<file path="src/rtl/datapath_if.sv">
// datapath_if: instruction/result bundle between the control/decode unit and
// the register-file datapath.
//   opcode     4       operation select
//   src_reg    ADDR_W  source register index (rs)
//   dest_reg   ADDR_W  destination register index (rd), also second operand
//   immediate  DATA_W  immediate operand
//   result     DATA_W  registered copy of the last value written to rd
//   zero_flag  1       (DATAPATH_FLAGS_EN only) last written value was zero
//   carry_flag 1       (DATAPATH_FLAGS_EN only) carry/borrow/shifted-out bit
// Modports: master = control/decode unit, slave = datapath.
interface datapath_if #(
  parameter int DATA_W = 16,
  parameter int ADDR_W = 3
);
  logic [3:0]        opcode;
  logic [ADDR_W-1:0] src_reg;
  logic [ADDR_W-1:0] dest_reg;
  logic [DATA_W-1:0] immediate;
  logic [DATA_W-1:0] result;
`ifdef DATAPATH_FLAGS_EN
  logic              zero_flag;
  logic              carry_flag;
`endif

`ifdef DATAPATH_FLAGS_EN
  modport master (
    output opcode, src_reg, dest_reg, immediate,
    input  result, zero_flag, carry_flag
  );
  modport slave (
    input  opcode, src_reg, dest_reg, immediate,
    output result, zero_flag, carry_flag
  );
`else
  modport master (
    output opcode, src_reg, dest_reg, immediate,
    input  result
  );
  modport slave (
    input  opcode, src_reg, dest_reg, immediate,
    output result
  );
`endif
endinterface

</file>
<file path="src/rtl/datapath.sv">
// datapath: single-cycle 8 x 16-bit register file plus ALU. Each clock one
// decoded instruction reads rs/rd combinationally (old values), and the ALU
// output is written to rd and registered onto result on the same edge.
// Ports:
//   clk    in   system clock, rising-edge
//   reset  in   synchronous, active-high; clears registers, result and flags
//   bus    datapath_if.slave (opcode, src_reg, dest_reg, immediate in;
//          result, and optionally zero_flag/carry_flag, out)
// Optional feature macro: DATAPATH_FLAGS_EN adds registered zero/carry flags.
module datapath #(
  parameter int DATA_W = 16,
  parameter int ADDR_W = 3
) (
  input  logic        clk,
  input  logic        reset,
  datapath_if.slave   bus
);
  localparam int NUM_REGS = 2 ** ADDR_W;

  typedef enum logic [3:0] {
    OP_NOP  = 4'b0000,
    OP_LOAD = 4'b0001,
    OP_MOV  = 4'b0010,
    OP_ADD  = 4'b0011,
    OP_XOR  = 4'b0100,
    OP_SUB  = 4'b0101,
    OP_AND  = 4'b0110,
    OP_OR   = 4'b0111,
    OP_NOT  = 4'b1000,
    OP_SHL  = 4'b1001,
    OP_SHR  = 4'b1010,
    OP_ADDI = 4'b1011
  } op_e;

  logic [DATA_W-1:0] regs_q [NUM_REGS];
  logic [DATA_W-1:0] regs_d [NUM_REGS];
  logic [DATA_W-1:0] result_q, result_d;

  logic [DATA_W-1:0] rs_val, rd_val, alu_val;
  logic              wr_en;
  op_e               op;

  assign op     = op_e'(bus.opcode);
  assign rs_val = regs_q[bus.src_reg];
  assign rd_val = regs_q[bus.dest_reg];

  always_comb begin
    alu_val = '0;
    wr_en   = 1'b1;
    case (op)
      OP_LOAD: alu_val = bus.immediate;
      OP_MOV:  alu_val = rs_val;
      OP_ADD:  alu_val = rd_val + rs_val;
      OP_XOR:  alu_val = rd_val ^ rs_val;
      OP_SUB:  alu_val = rd_val - rs_val;
      OP_AND:  alu_val = rd_val & rs_val;
      OP_OR:   alu_val = rd_val | rs_val;
      OP_NOT:  alu_val = ~rs_val;
      OP_SHL:  alu_val = {rs_val[DATA_W-2:0], 1'b0};
      OP_SHR:  alu_val = {1'b0, rs_val[DATA_W-1:1]};
      OP_ADDI: alu_val = rd_val + bus.immediate;
      default: wr_en   = 1'b0;  // NOP and reserved opcodes
    endcase
  end

  always_comb begin
    regs_d   = regs_q;
    result_d = result_q;
    if (wr_en) begin
      regs_d[bus.dest_reg] = alu_val;
      result_d             = alu_val;
    end
  end

  always_ff @(posedge clk) begin
    if (reset) begin
      for (int i = 0; i < NUM_REGS; i++) regs_q[i] <= '0;
      result_q <= '0;
    end else begin
      regs_q   <= regs_d;
      result_q <= result_d;
    end
  end

  assign bus.result = result_q;

`ifdef DATAPATH_FLAGS_EN
  logic              zero_q, zero_d;
  logic              carry_q, carry_d;
  logic [DATA_W:0]   add_ext;
  logic [DATA_W-1:0] add_opnd;

  // ADD and ADDI share one widened adder so the carry-out is bit DATA_W.
  assign add_opnd = (op == OP_ADDI) ? bus.immediate : rs_val;
  assign add_ext  = {1'b0, rd_val} + {1'b0, add_opnd};

  always_comb begin
    zero_d  = zero_q;
    carry_d = carry_q;
    if (wr_en) begin
      zero_d = (alu_val == '0);
      case (op)
        OP_ADD, OP_ADDI: carry_d = add_ext[DATA_W];
        OP_SUB:          carry_d = (rd_val < rs_val);
        OP_SHL:          carry_d = rs_val[DATA_W-1];
        OP_SHR:          carry_d = rs_val[0];
        default:         carry_d = 1'b0;
      endcase
    end
  end

  always_ff @(posedge clk) begin
    if (reset) begin
      zero_q  <= 1'b0;
      carry_q <= 1'b0;
    end else begin
      zero_q  <= zero_d;
      carry_q <= carry_d;
    end
  end

  assign bus.zero_flag  = zero_q;
  assign bus.carry_flag = carry_q;
`endif
endmodule

</file>
<file path="src/flat_wrapper.sv">
// flat-port wrapper written by rule: the top's interface ports become plain ports
module datapath_flat 
#(
  parameter int DATA_W = 16,
  parameter int ADDR_W = 3
)
  (clk, reset, bus_opcode, bus_src_reg, bus_dest_reg, bus_immediate, bus_result);
  datapath_if #(.DATA_W(DATA_W), .ADDR_W(ADDR_W)) bus_i ();
  input  logic clk;
  input  logic reset;
  input wire logic [$bits(bus_i.opcode)-1:0] bus_opcode;
  input wire logic [$bits(bus_i.src_reg)-1:0] bus_src_reg;
  input wire logic [$bits(bus_i.dest_reg)-1:0] bus_dest_reg;
  input wire logic [$bits(bus_i.immediate)-1:0] bus_immediate;
  output wire logic [$bits(bus_i.result)-1:0] bus_result;
  assign bus_i.opcode = bus_opcode;
  assign bus_i.src_reg = bus_src_reg;
  assign bus_i.dest_reg = bus_dest_reg;
  assign bus_i.immediate = bus_immediate;
  assign bus_result = bus_i.result;
  datapath #(.DATA_W(DATA_W), .ADDR_W(ADDR_W)) u_core (.clk(clk), .reset(reset), .bus(bus_i));
endmodule
</file>
<file path="config.mk">
export PLATFORM = sky130hd
export DESIGN_NAME = datapath_flat
export DESIGN_NICKNAME = d
export VERILOG_FILES = /design/src/rtl/datapath_if.sv /design/src/rtl/datapath.sv /design/src/flat_wrapper.sv
export SDC_FILE = /design/constraint.sdc
export NUM_CORES = 1
export LEC_CHECK = 0
export CORE_MARGIN = 10
export CORE_UTILIZATION = 43
export CTS_BUF_LIST = sky130_fd_sc_hd__clkbuf_4 sky130_fd_sc_hd__clkbuf_8
export DETAILED_ROUTE_END_ITERATION = 16
export GPL_TIMING_DRIVEN = 1
export SYNTH_ARGS = -nofsm -noshare
export SYNTH_HDL_FRONTEND = slang
export SYNTH_SLANG_ARGS = --single-unit
</file>
<file path="constraint.sdc">
create_clock -name clk -period 6.87 [get_ports clk]
set_input_delay 1.7175 -clock clk [delete_from_list [all_inputs] [get_ports clk]]
set_output_delay 1.7175 -clock clk [all_outputs]
set_load 0.02 [all_outputs]
</file>
Yosys cells after proc, flatten, opt, wreduce, memory -nomap -nowiden
Index checks and enable logic that the tools add are counted.
{"block": "word_totals", "ff_bits": 144, "out_inout_bits": 16, "wordCells": 45}
{"block": "op_classes", "n_addsub": 3, "n_lt_le_gt_ge": 3, "eq_ne": 11, "muxes": 11, "bitwise": 6, "n_reduce_logical": 2}
{"cell": "$pmux W16 S11", "n": 1}
{"cell": "$bwmux W128", "n": 1}
{"cell": "$bmux W16 S3", "n": 2}
{"cell": "$mux W16", "n": 5}
{"cell": "$demux W16 S3", "n": 1}
{"cell": "$add A16 B16 Y16", "n": 2}
{"cell": "$and A16 B16 Y16", "n": 1}
{"cell": "$eq A4 B3 Y1 const B", "n": 4}
{"cell": "$eq A4 B4 Y1 const B", "n": 4}
{"cell": "$not A16 Y16", "n": 1}
{"cell": "$or A16 B16 Y16", "n": 1}
{"cell": "$sub A16 B16 Y16", "n": 1}
{"cell": "$xor A16 B16 Y16", "n": 1}
{"cell": "$reduce_or A11 Y1", "n": 1}
{"cell": "$eq A4 B2 Y1 const B", "n": 2}
{"cell": "$ge A4 B4 Y1 const B", "n": 2}
{"cell": "$not A3 Y4", "n": 2}
{"cell": "$eq A4 B1 Y1 const B", "n": 1}
{"cell": "$lt A4 B1 Y1 const B", "n": 1}
{"cell": "$logic_and A1 B1 Y1", "n": 1}
{"cell": "$mux W1", "n": 1}

Depth between registers and ports, before layout
{"block": "logic_depth", "ltp_word": 7, "ltp_mapped": 21, "mapped_depth_nobuf": 19}

Worst setup path after synthesis
Ideal clock, no wire load.
{"block": "synth_path", "path_kind": "in2reg", "from": "input port bus_src_reg[2]", "to": "register u_core.regs_q[45] in the netlist's numbering", "setup_ns": 0.148, "t_arrival_ns": 6.145, "required_ns": 6.722, "path_slack_ns": 0.577, "stages": 18, "path_buffers": 3, "cell_sequence": "buf_2 -> buf_2 -> buf_2 -> mux2i_1 -> mux4_2 -> ha_1 -> a22oi_1 -> o21ai_0 -> ha_1 -> a211oi_1 -> o21ai_0 -> o311ai_1 -> a21oi_1 -> a2111oi_1 -> mux2i_1 -> nor2_1 -> nor4_2 -> a211oi_1"}
{"block": "synth_via", "elab_chain_cells": 7}
{"element": "start: declaration", "line": "flat_wrapper.sv:12", "rtl": "input wire logic [$bits(bus_i.src_reg)-1:0] bus_src_reg;"}
{"element": "$not A3 Y4 (implied by the code) (*)", "line": "datapath.sv:44", "rtl": "assign rs_val = regs_q[bus.src_reg];"}
{"element": "$bmux W16 S3 (*)", "line": "datapath.sv:44"}
{"element": "$mux W16 (implied by the code) (*) (2 in a row)", "line": "datapath.sv:44"}
{"element": "$sub A16 B16 Y16, or another cell as far along", "line": "datapath.sv:55", "rtl": "OP_SUB: alu_val = rd_val - rs_val;"}
{"element": "$pmux W16 S11 (*)", "line": "datapath.sv:50", "rtl": "case (op)"}
{"element": "$bwmux W128 (*)", "line": "datapath.sv:70", "rtl": "regs_d[bus.dest_reg] = alu_val;"}
{"element": "end signal: assignment", "line": "datapath.sv:80", "rtl": "regs_q <= regs_d;"}
{"element": "end: declaration", "line": "datapath.sv:35", "rtl": "logic [DATA_W-1:0] regs_q [NUM_REGS];"}
Mark *: on every way between the ends. The rest lies on a longest branch, timed or not. The select of a mux whose other input is x is not followed.
A chain may end at the register's enable or synchronous reset.

Worst setup path after layout
{"block": "layout_path", "from": "input port bus_src_reg[2]", "to": "register u_core.regs_q[63] in the netlist's numbering"}
The elaborated chain is that of the path after synthesis.

==> run metrics <==
max-capacitance violation count=0; arithmetic-cell share of the synthesized area counting full adders, half adders and majority gates=6.58%; critical path required time=7160 ps; number of antenna violations at the first check in global routing=1; buffers inserted by post-CTS timing repair=0; syn_area_per_cell=8.37 sq um; largest cells by area after synthesis=dfxtp_1 30%, a211oi_1 11%, nor2_1 8.2%; synthesis warning total=0; row count=54; initial detailed-routing violation count=1061; total CTS buffers=17; internal power of the cells=1.50 mW; sequential element share of the synthesized area=30.0%; dominant combinational cell family by area after synthesis=compound AO/OA/AOI/OAI gates; GRT Overall Usage=22.8%; sink count of the clock tree=144; type of the worst setup path=in -> reg; CP Max Fanout=32; maximum number of pins on one net before global-route repair=82; category of the worst setup path launch point=primary input; internal reg-to-reg setup slack=2110 ps; I/O pin total=44; Synth Area in Simple Gates=17.3%; Setup violations, final=0; Hold Crit Class=reg -> reg; Cell Area, Placed=10700 sq um; fraction of synthesized cell area taken by the top area cell type=30.0%; WHS=454 ps; cell count after synthesis=1150; number of fillers in the final layout=2111; post-cts sizing count=0; post-place setup slack=175 ps; wirelength, routed=33.4 mm; total power=2.22 mW; layout cells sized above 1=14.4%; Worst-Skew Late Latency=470 ps; Slew @ Worst Pin=1250 ps; syn_nets=1228; Clock Skews=15.8 ps; die outline height=170 um; switching power share of the total=32.5%; largest vdd supply drop=119 uV; nets@finish=1290; synthesized area=9620 sq um; TritonCTS clock tree=done; average wire length per cell after detail routing=22.2 um; Combinational Power Share=25.5%; upper clock frequency limit=160 MHz; Synth-to-Final Area Change=16.1%; overall die width=170 um; H-Tree Level Count=4; number of enable-type register cells in the synthesized netlist=0; unrepaired setup endpoints after global routing=false; leading cell types by count after synthesis=209 x nor2_1, 144 x dfxtp_1, 136 x a211oi_1; Pleak=4.38 nW; sequential share of power=41.2%; clock buffer depth=2; total DRC errors in the routed layout=0; Pwr per Cell Area=199 nW/um^2; minimum clock period after layout=6230 ps; count of antenna-violating nets left after detailed routing=0; CTS root buffer=clkbuf_8; final HPWL from detailed placement=24.2 mm; Seq cells post-synth=144; number of hold buffers added after CTS=0; proportion of synthesized area in mux cells=12.9%; number of hold violations in the final report=0; ratio of routed vias to standard cells=6.15; compound-cell area share of the yosys netlist=26.3%; post-synthesis async set-or-reset flop share=0%; area used by multi-input combinational logic=6280 sq um; Critical Path Sink Type=flip-flop; count of distinct cell types in the synthesized netlist=67; crit path DAT=6530 ps; placed cell count=1473; Sw Pwr=0.723 mW; gp weighted congestion=0.965; Final Max Slew Viols=0; initial standard-cell utilization of the core=44.0%; antenna diode count=0; part of the power in the clock network=33.3%; combined flip-flop and latch cell area=2880 sq um; tightest slew margin relative to the limit=16.0%; # port buffers=43; Core Area=21900 sq um; Total Die Area=28800 sq um; status=complete, no violations; share of the synthesized netlist area taken by xor and xnor gates=1.78%; Tcrit/Tclk final=90.7%; aggregate global routing overflow=0; number of global-route vias before repair=8697; total negative slack for setup checks=0 ps; length of the first detailed-routing pass in iterations=6; final core occ=51.0%; Reg clk slew, reported paths=80 ps; Via Count=9258; cell with the most instances after synthesis=nor2_1; final instance count without filler cells=1505; primary flip-flop cell chosen by synthesis mapping=dfxtp_1; post-route cell area=11200 sq um; cell accounting for the most synthesized area=dfxtp_1; final worst setup slack=636 ps; global-route wire length before repair=51.9 mm
layout make-up:
cell class,instances,area share [%]
clock inverters,11,1.38
inverters,42,1.41
clock buffers,21,2.53
repair buffers,127,9.56
multi-input cells,880,56.2
well taps,280,3.14
flip-flops and latches,144,25.8
logic make-up after synthesis:
group | Yosys count
and+or+nand+nor | 375
AOI/OAI and AO/OA | 351
DFF | 144
buffers and inverters | 126
muxes | 86
adders and majority gates | 50
xor gates and xnor gates | 18
cell usage in the layout (no fill, tap or decap), drive strengths merged, types with 3 or more instances in the layout:
cell type / n
a211oi: 137
a21o: 4
a21oi: 57
a221o: 3
a221oi: 9
a22o: 12
a22oi: 26
a31oi: 3
a32o: 3
and2: 8
and3: 5
buf: 88
bufinv: 3
clkbuf: 21
clkdlybuf4s50: 39
clkinv: 4
dfxtp: 144
ha: 49
inv: 44
mux2: 3
mux2i: 56
mux4: 27
nand2: 75
nand2b: 8
nand3: 9
nand4: 3
nor2: 209
nor2b: 12
nor3: 30
nor4: 11
o2111ai: 3
o211ai: 8
o21a: 6
o21ai: 31
o221ai: 15
o22ai: 13
o31ai: 5
xnor2: 14
xor2: 3
critical path, stage by stage:
cell,delay [ps]
buf_2,370
buf_4,480
mux4_1,360
mux2i_1,340
inv_1,190
nor3_2,340
nand2_1,110
xnor2_1,180
o221ai_1,200
ha_1,410
nand3_1,110
a21oi_1,50
a2111oi_1,370
buf_4,180
o31ai_1,60
a21oi_1,220
xnor3_1,390
a21oi_4,310
a211oi_1,120
per-layer routing:
layer  routed length (um)  track usage [%]  up-vias
met2                15000             35.2      381
met3                 2220             3.59       56
met4                  759             7.39        2
li1                     -                -     4406
met5                    7                0        -
met1                15400             31.8     4413
flip-flops by register name, summed over array words and instances (netlist names):
signal / cells
u_core.regs_q: 128
u_core.bus.result: 16
worst paths after layout:
| path | start | end | cells past startpoint |
|---|---|---|---|
| worst max-delay path | bus_src_reg[2] | u_core.regs_q[63] | 19 |
| worst min-delay path | u_core.bus.result[4] | u_core.bus.result[4] | 2 |
| worst min register to register | u_core.bus.result[4] | u_core.bus.result[4] | 2 |
| worst max register to register | u_core.regs_q[66] | u_core.regs_q[63] | 19 |
power groups by stage:
stage	logic [mW]	registers [mW]	clock network, mW
2_1_floorplan	0.350	0.930	0
3_3_place_gp	0.554	0.932	0
6_report	0.567	0.915	0.741
5_1_grt	0.618	0.920	0.788
4_1_cts	0.560	0.914	0.750
3_5_place_dp	0.557	0.933	0
Note: power is estimated with default switching activity, not from simulation.
